==> src/rtl/rand_ctrl_if.sv <==
// Signal bundle between rand_ctrl and its surroundings: raw keys and seed
// switches in, LFSR control (load/seed/step) and run status out.
interface rand_ctrl_if;
    logic       key_load;
    logic       key_run;
    logic [7:0] sw;
    logic       load;
    logic [7:0] seed;
    logic       step;
    logic       running;

    modport master (
        output key_load, key_run, sw,
        input  load, seed, step, running
    );

    modport slave (
        input  key_load, key_run, sw,
        output load, seed, step, running
    );
endinterface

==> src/rtl/rand_ctrl.sv <==
// Control front-end for an 8-bit LFSR: debounces the load and run/pause keys,
// delivers the switch seed with a two-cycle load sequence and paces step strobes.
module rand_ctrl #(
    parameter int DEB_CYCLES = 16,
    parameter int STEP_DIV   = 8
) (
    input  logic        clk,
    input  logic        reset,
    rand_ctrl_if.slave  bus
);

    localparam int KEYS     = 2;
    localparam int KEY_LOAD = 0;
    localparam int KEY_RUN  = 1;
    localparam int CNT_W    = $clog2(DEB_CYCLES + 1);
    localparam int DIV_W    = $clog2(STEP_DIV);

    localparam logic [CNT_W-1:0] CNT_LAST = CNT_W'(DEB_CYCLES - 1);
    localparam logic [DIV_W-1:0] DIV_LAST = DIV_W'(STEP_DIV - 1);

    typedef enum logic [2:0] {
        IDLE,
        LOAD1,
        LOAD2,
        RUN,
        PAUSE
    } state_e;

    // ------------------------------------------------------------------
    // Key conditioning: synchronizer, debouncer, press detector per key
    // ------------------------------------------------------------------
    logic [KEYS-1:0]  key_n;
    logic [KEYS-1:0]  sync1_q;
    logic [KEYS-1:0]  sync2_q;
    logic [KEYS-1:0]  deb_q;
    logic [KEYS-1:0]  deb_d;
    logic [KEYS-1:0]  press_q;
    logic [KEYS-1:0]  press_d;
    logic [CNT_W-1:0] cnt_q [KEYS];
    logic [CNT_W-1:0] cnt_d [KEYS];

    assign key_n = {bus.key_run, bus.key_load};

    // NOTE: every variable gets its default before any branch, so no path leaves one unassigned and no latch is inferred.
    always_comb begin
        for (int k = 0; k < KEYS; k++) begin
            deb_d[k]   = deb_q[k];
            press_d[k] = 1'b0;
            cnt_d[k]   = '0;
            // The edge that would take the count to DEB_CYCLES flips the level instead.
            if (sync2_q[k] != deb_q[k]) begin
                if (cnt_q[k] == CNT_LAST) begin
                    deb_d[k]   = sync2_q[k];
                    press_d[k] = ~sync2_q[k];
                end else begin
                    cnt_d[k] = cnt_q[k] + 1'b1;
                end
            end
        end
    end

    // NOTE: sequential state uses non-blocking assignments so every register samples pre-edge values.
    always_ff @(posedge clk or posedge reset) begin
        if (reset) begin
            sync1_q <= '1;
            sync2_q <= '1;
            deb_q   <= '1;
            press_q <= '0;
            // NOTE: the counter array is tiny control state, so it is reset explicitly like any other register.
            cnt_q   <= '{default: '0};
        end else begin
            sync1_q <= key_n;
            sync2_q <= sync1_q;
            deb_q   <= deb_d;
            press_q <= press_d;
            cnt_q   <= cnt_d;
        end
    end

    // ------------------------------------------------------------------
    // Sequencer
    // ------------------------------------------------------------------
    logic             load_ev;
    logic             run_ev;
    state_e           state_q;
    state_e           state_d;
    logic [7:0]       seed_q;
    logic [7:0]       seed_d;
    logic [DIV_W-1:0] div_q;
    logic [DIV_W-1:0] div_d;
    logic             load_q;
    logic             load_d;
    logic             step_q;
    logic             step_d;

    assign load_ev = press_q[KEY_LOAD];
    assign run_ev  = press_q[KEY_RUN];

    always_comb begin
        state_d = state_q;
        seed_d  = seed_q;
        div_d   = div_q;

        // A load press overrides everything, including a simultaneous run press.
        if (load_ev) begin
            seed_d  = bus.sw;
            state_d = LOAD1;
        end else begin
            unique case (state_q)
                IDLE, PAUSE: begin
                    if (run_ev) begin
                        state_d = RUN;
                        div_d   = '0;
                    end
                end
                LOAD1: state_d = LOAD2;
                LOAD2: state_d = PAUSE;
                RUN: begin
                    if (run_ev) begin
                        state_d = PAUSE;
                    end else begin
                        div_d = (div_q == DIV_LAST) ? '0 : div_q + 1'b1;
                    end
                end
                default: state_d = IDLE;
            endcase
        end

        // Outputs are decoded from next state so the registers line up with the state they describe.
        load_d = (state_d == LOAD1) || (state_d == LOAD2);
        step_d = (state_d == LOAD2) || ((state_d == RUN) && (div_d == DIV_LAST));
    end

    always_ff @(posedge clk or posedge reset) begin
        if (reset) begin
            state_q <= IDLE;
            seed_q  <= 8'h00;
            div_q   <= '0;
            load_q  <= 1'b0;
            step_q  <= 1'b0;
        end else begin
            state_q <= state_d;
            seed_q  <= seed_d;
            div_q   <= div_d;
            load_q  <= load_d;
            step_q  <= step_d;
        end
    end

    assign bus.load    = load_q;
    assign bus.step    = step_q;
    assign bus.seed    = seed_q;
    assign bus.running = (state_q == RUN);

endmodule

==> src/flat_wrapper.sv <==
// flat-port wrapper written by rule: the top's interface ports become plain ports
module rand_ctrl_flat 
#(
    parameter int DEB_CYCLES = 16,
    parameter int STEP_DIV   = 8
)
  (clk, reset, bus_key_load, bus_key_run, bus_sw, bus_load, bus_seed, bus_step, bus_running);
  rand_ctrl_if bus_i ();
  input  logic clk;
  input  logic reset;
  input wire logic [$bits(bus_i.key_load)-1:0] bus_key_load;
  input wire logic [$bits(bus_i.key_run)-1:0] bus_key_run;
  input wire logic [$bits(bus_i.sw)-1:0] bus_sw;
  output wire logic [$bits(bus_i.load)-1:0] bus_load;
  output wire logic [$bits(bus_i.seed)-1:0] bus_seed;
  output wire logic [$bits(bus_i.step)-1:0] bus_step;
  output wire logic [$bits(bus_i.running)-1:0] bus_running;
  assign bus_i.key_load = bus_key_load;
  assign bus_i.key_run = bus_key_run;
  assign bus_i.sw = bus_sw;
  assign bus_load = bus_i.load;
  assign bus_seed = bus_i.seed;
  assign bus_step = bus_i.step;
  assign bus_running = bus_i.running;
  rand_ctrl #(.DEB_CYCLES(DEB_CYCLES), .STEP_DIV(STEP_DIV)) u_core (.clk(clk), .reset(reset), .bus(bus_i));
endmodule
==> config.mk <==
export PLATFORM = sky130hd
export DESIGN_NAME = rand_ctrl_flat
export DESIGN_NICKNAME = d
export VERILOG_FILES = /design/src/rtl/rand_ctrl_if.sv /design/src/rtl/rand_ctrl.sv /design/src/flat_wrapper.sv
export SDC_FILE = /design/constraint.sdc
export NUM_CORES = 1
export LEC_CHECK = 0
export ABC_AREA = 1
export BUFFER_PORTS_ARGS = -buffer_cell sky130_fd_sc_hd__buf_2
export CELL_PAD_IN_SITES_DETAIL_PLACEMENT = 0
export CELL_PAD_IN_SITES_GLOBAL_PLACEMENT = 1
export CORE_MARGIN = 1.5
export CORE_UTILIZATION = 37
export CTS_CLUSTER_SIZE = 40
export DETAILED_ROUTE_END_ITERATION = 8
export PLACE_DENSITY = 0.7
export SETUP_SLACK_MARGIN = 0.15
export SLEW_MARGIN = 20
export SYNTH_ARGS = -nofsm -noshare
export SYNTH_HDL_FRONTEND = slang
export SYNTH_SLANG_ARGS = --single-unit
==> constraint.sdc <==
create_clock -name clk -period 1.4 [get_ports clk]
set_input_delay 0.14 -clock clk [delete_from_list [all_inputs] [get_ports clk]]
set_output_delay 0.14 -clock clk [all_outputs]
set_load 0.01 [all_outputs]
==> reports/metrics.cfg <==
[clock_network]
path_clk_slew_ns=0.07
cts_root_buf=clkbuf_8
clock_sinks=34
clk_latency_ns=0.28
cts_tree=done
clock_path_buffers=2
numCtsBuffers=5
htree_levels=2

[run]
cap_violations=0

[placed_design]
io_buffers=22
dp_hpwl_um=1900
gp_congestion=0.839
placed_cells=229
dpl_cell_area_mm2=0.00165
pre_cts_ws_ns=-0.000178

[global_route]
grt-ovfl-total=0
grtUsageTotal_pct=15.4
grt_pass1_wl_um=4940
grt_max_degree=35
first_global_vias=1147
grt_antenna_before_repair=0

[pwr]
seq_power_share_pct=50.3
power.switching_w=0.000395
p_int_w=0.00164
irDropWorstVdd_uv=691
clkPwrFrac_pct=44.8
swShare_pct=19.4
pwr_density_cell_mw_per_mm2=995
p_leak_nw=1.02
power_frac_comb_pct=4.9

[route]
vias_per_cell=4.55
vias=1156
wl_um=2910
drt_iter0_drc=44
antenna_left=0
routedWlPerCell_um=11.4
drc=0
dr_wl_met3_um=112
drt_pass1_iterations=4
topRoutingLayerUsed=met4
wirelength_met1_um=1260
wl_met2_um=1470

[yosys]
seq_area_frac_synth_pct=59.3
synthXorXnorAreaFrac_pct=2.42
synth_top_family_by_area=simple AND/OR/NAND/NOR gates
synthAdderAreaFrac_pct=3.46
synthMuxAreaShare_pct=0
yosys_warnings=0
synthSimpleGateAreaFrac_pct=26.6
synthCells=155
ys_types=26
synth_nets=171
syn_area_mm2=0.00145
synth_compound_area_share_pct=4.24
synth.ff_latch_count=34
avgSynthCellArea_um2=9.34

[worst_setup_path]
crit_path_start_kind=register
endpoint_kind=register
crit_type=reg2reg
crit_fanout=2
crit_arrival_ns=1.59
required_ns=1.62

[sta]
worst-slew-pin-transition_ns=0.583
fin_crit_ns=1.37
finalHoldViolations=0
fmax_mhz=731
min_period_over_period_pct=97.7
skew_ns=0.00223
setup_viol=0
slew_viol_final=0
slew_headroom_pct=60.8
rsz0062_at_grt=yes
setup_tns_ns=0
layout_setup_ws_ns=0.0321

[min_path]
min-delay-path-class=in2reg

[floorplanning]
die_w_um=65.6
io_pins=23
initial_core_util_pct=39.0
row_count=22
dieHeight_um=65.6
dieArea_mm2=0.00430
core_area_mm2=0.00372

[final_layout]
syn2layout_area_growth_pct=41.1
fin_area_mm2=0.00204
utilization_pct=54.9
layout.cells.non_filler=254
fillCellCount=344
layout-drive-gt1-share_pct=45.1
num-nets-final=221
num_antenna_cells=0

[status]
outcome=finished, final reports clean

==> path summary, 6_finish.rpt <==
path,startpoint,slack [ns],cells after the start,end
worst max-delay path,u_core.div_q[1],0.03,9,u_core.bus.step
worst max register to register,u_core.div_q[1],0.03,9,u_core.bus.step
max in group asynchronous,reset,0.59,4,u_core.sync2_q[0]
min in group asynchronous,reset,0.48,4,u_core.cnt_q[4]
worst min-delay path,bus_sw[1],0.06,3,u_core.bus.seed[1]
worst min register to register,u_core.sync1_q[1],0.36,0,u_core.sync2_q[1]
==> registers in the layout, indices dropped and copies added (netlist names) <==
| register | flops |
|---|---|
| u_core.cnt_q | 10 |
| u_core.bus.seed | 8 |
| u_core.div_q | 3 |
| u_core.state_q | 3 |
| u_core.deb_q | 2 |
| u_core.press_q | 2 |
| u_core.sync1_q | 2 |
| u_core.sync2_q | 2 |
| u_core.bus.load | 1 |
| u_core.bus.step | 1 |
==> logic make-up (layout without fill, tap and decap cells) <==
| family | after synthesis | in the layout |
|---|---|---|
| AOI/OAI and AO/OA | 9 | 9 |
| buffers and inverters | 13 | 64 |
| and+or+nand+nor | 91 | 91 |
| xor gates and xnor gates | 4 | 4 |
| adders and majority gates | 4 | 4 |
| DFF | 34 | 34 |
==> final cells by class <==
| class | count | area (µm²) | area share, % |
|---|---|---|---|
| clock buffers | 7 | 86.3 | 4.23 |
| repair buffers | 45 | 304 | 14.9 |
| clock inverters | 1 | 30.0 | 1.47 |
| flip-flops and latches | 34 | 861 | 42.2 |
| inverters | 11 | 43.8 | 2.14 |
| well taps | 48 | 60.1 | 2.94 |
| multi-input cells | 108 | 657 | 32.2 |
==> layer usage <==
metal,track usage [%],vias to the layer above
li1,-,585
met1,17.1,543
met2,25.9,20
met3,5.31,8
met4,8.07,0
met5,0,-
==> critical path, stage by stage, from the launching register on <==
cell and delay [ns]:
dfrtp_1 0.38, ha_2 0.20, ha_4 0.17, o21ai_4 0.12
nand2_1 0.07, nand2_1 0.07, nand2_2 0.05, a21oi_2 0.11
nand3_1 0.08, nand2_1 0.06
==> power groups by stage <==
stage                     Sequential [W]  Clock, W  Combinational (W)
after detailed placement         0.00104         0          0.0000697
after CTS                        0.00102  0.000945          0.0000862
final                            0.00102  0.000911          0.0000992
after global placement           0.00104         0          0.0000668
after floorplan                  0.00104         0          0.0000413
after global routing             0.00102  0.000979           0.000112
==> metrics by stage <==
stage	hold WS (ns)	total power (W)
after floorplan	0.144	0.00108
after global placement	0.245	0.00110
after detailed placement	0.249	0.00111
after CTS	0.0499	0.00205
after global routing	0.0523	0.00211
final	0.0569	0.00203
==> cell usage in the layout, fill, tap and decap left out, types with 3 or more instances in the layout <==
cell,n
nand2_1,48
dfrtp_1,26
buf_2,21
buf_4,18
nor2_1,13
nand2_2,7
inv_1,6
clkbuf_8,6
dfstp_2,6
nor2_4,5
inv_2,4
nand3_1,4
nor3_1,3
nor2_2,3
ha_2,3
dlygate4sd3_1,3
buf_6,3
==> what timing repair did <==
action	CTS	global route
buffers inserted	9	5
resized for setup	16	23
setup endpoints to repair	9	15
cloned	0	0
endpoints found under the hold margin	30	0
hold buffers	3	0
pin swaps	11	6
==> synthesized netlist by cell type, drive strengths merged <==
cell type	n	area [µm²]
a21oi	4	23.8
buf	2	16.3
dfrtp	28	701
dfstp	6	158
ha	4	50.1
inv	11	41.3
nand2	57	221
nand3	5	30.0
nor2	21	88.8
nor3	4	20.0
nor4	1	6.26
o211ai	1	7.51
o21a	1	7.51
o21ai	3	22.5
or2	3	18.8
xnor2	2	17.5
xor2	2	17.5
(Power assumes the default switching activity.)
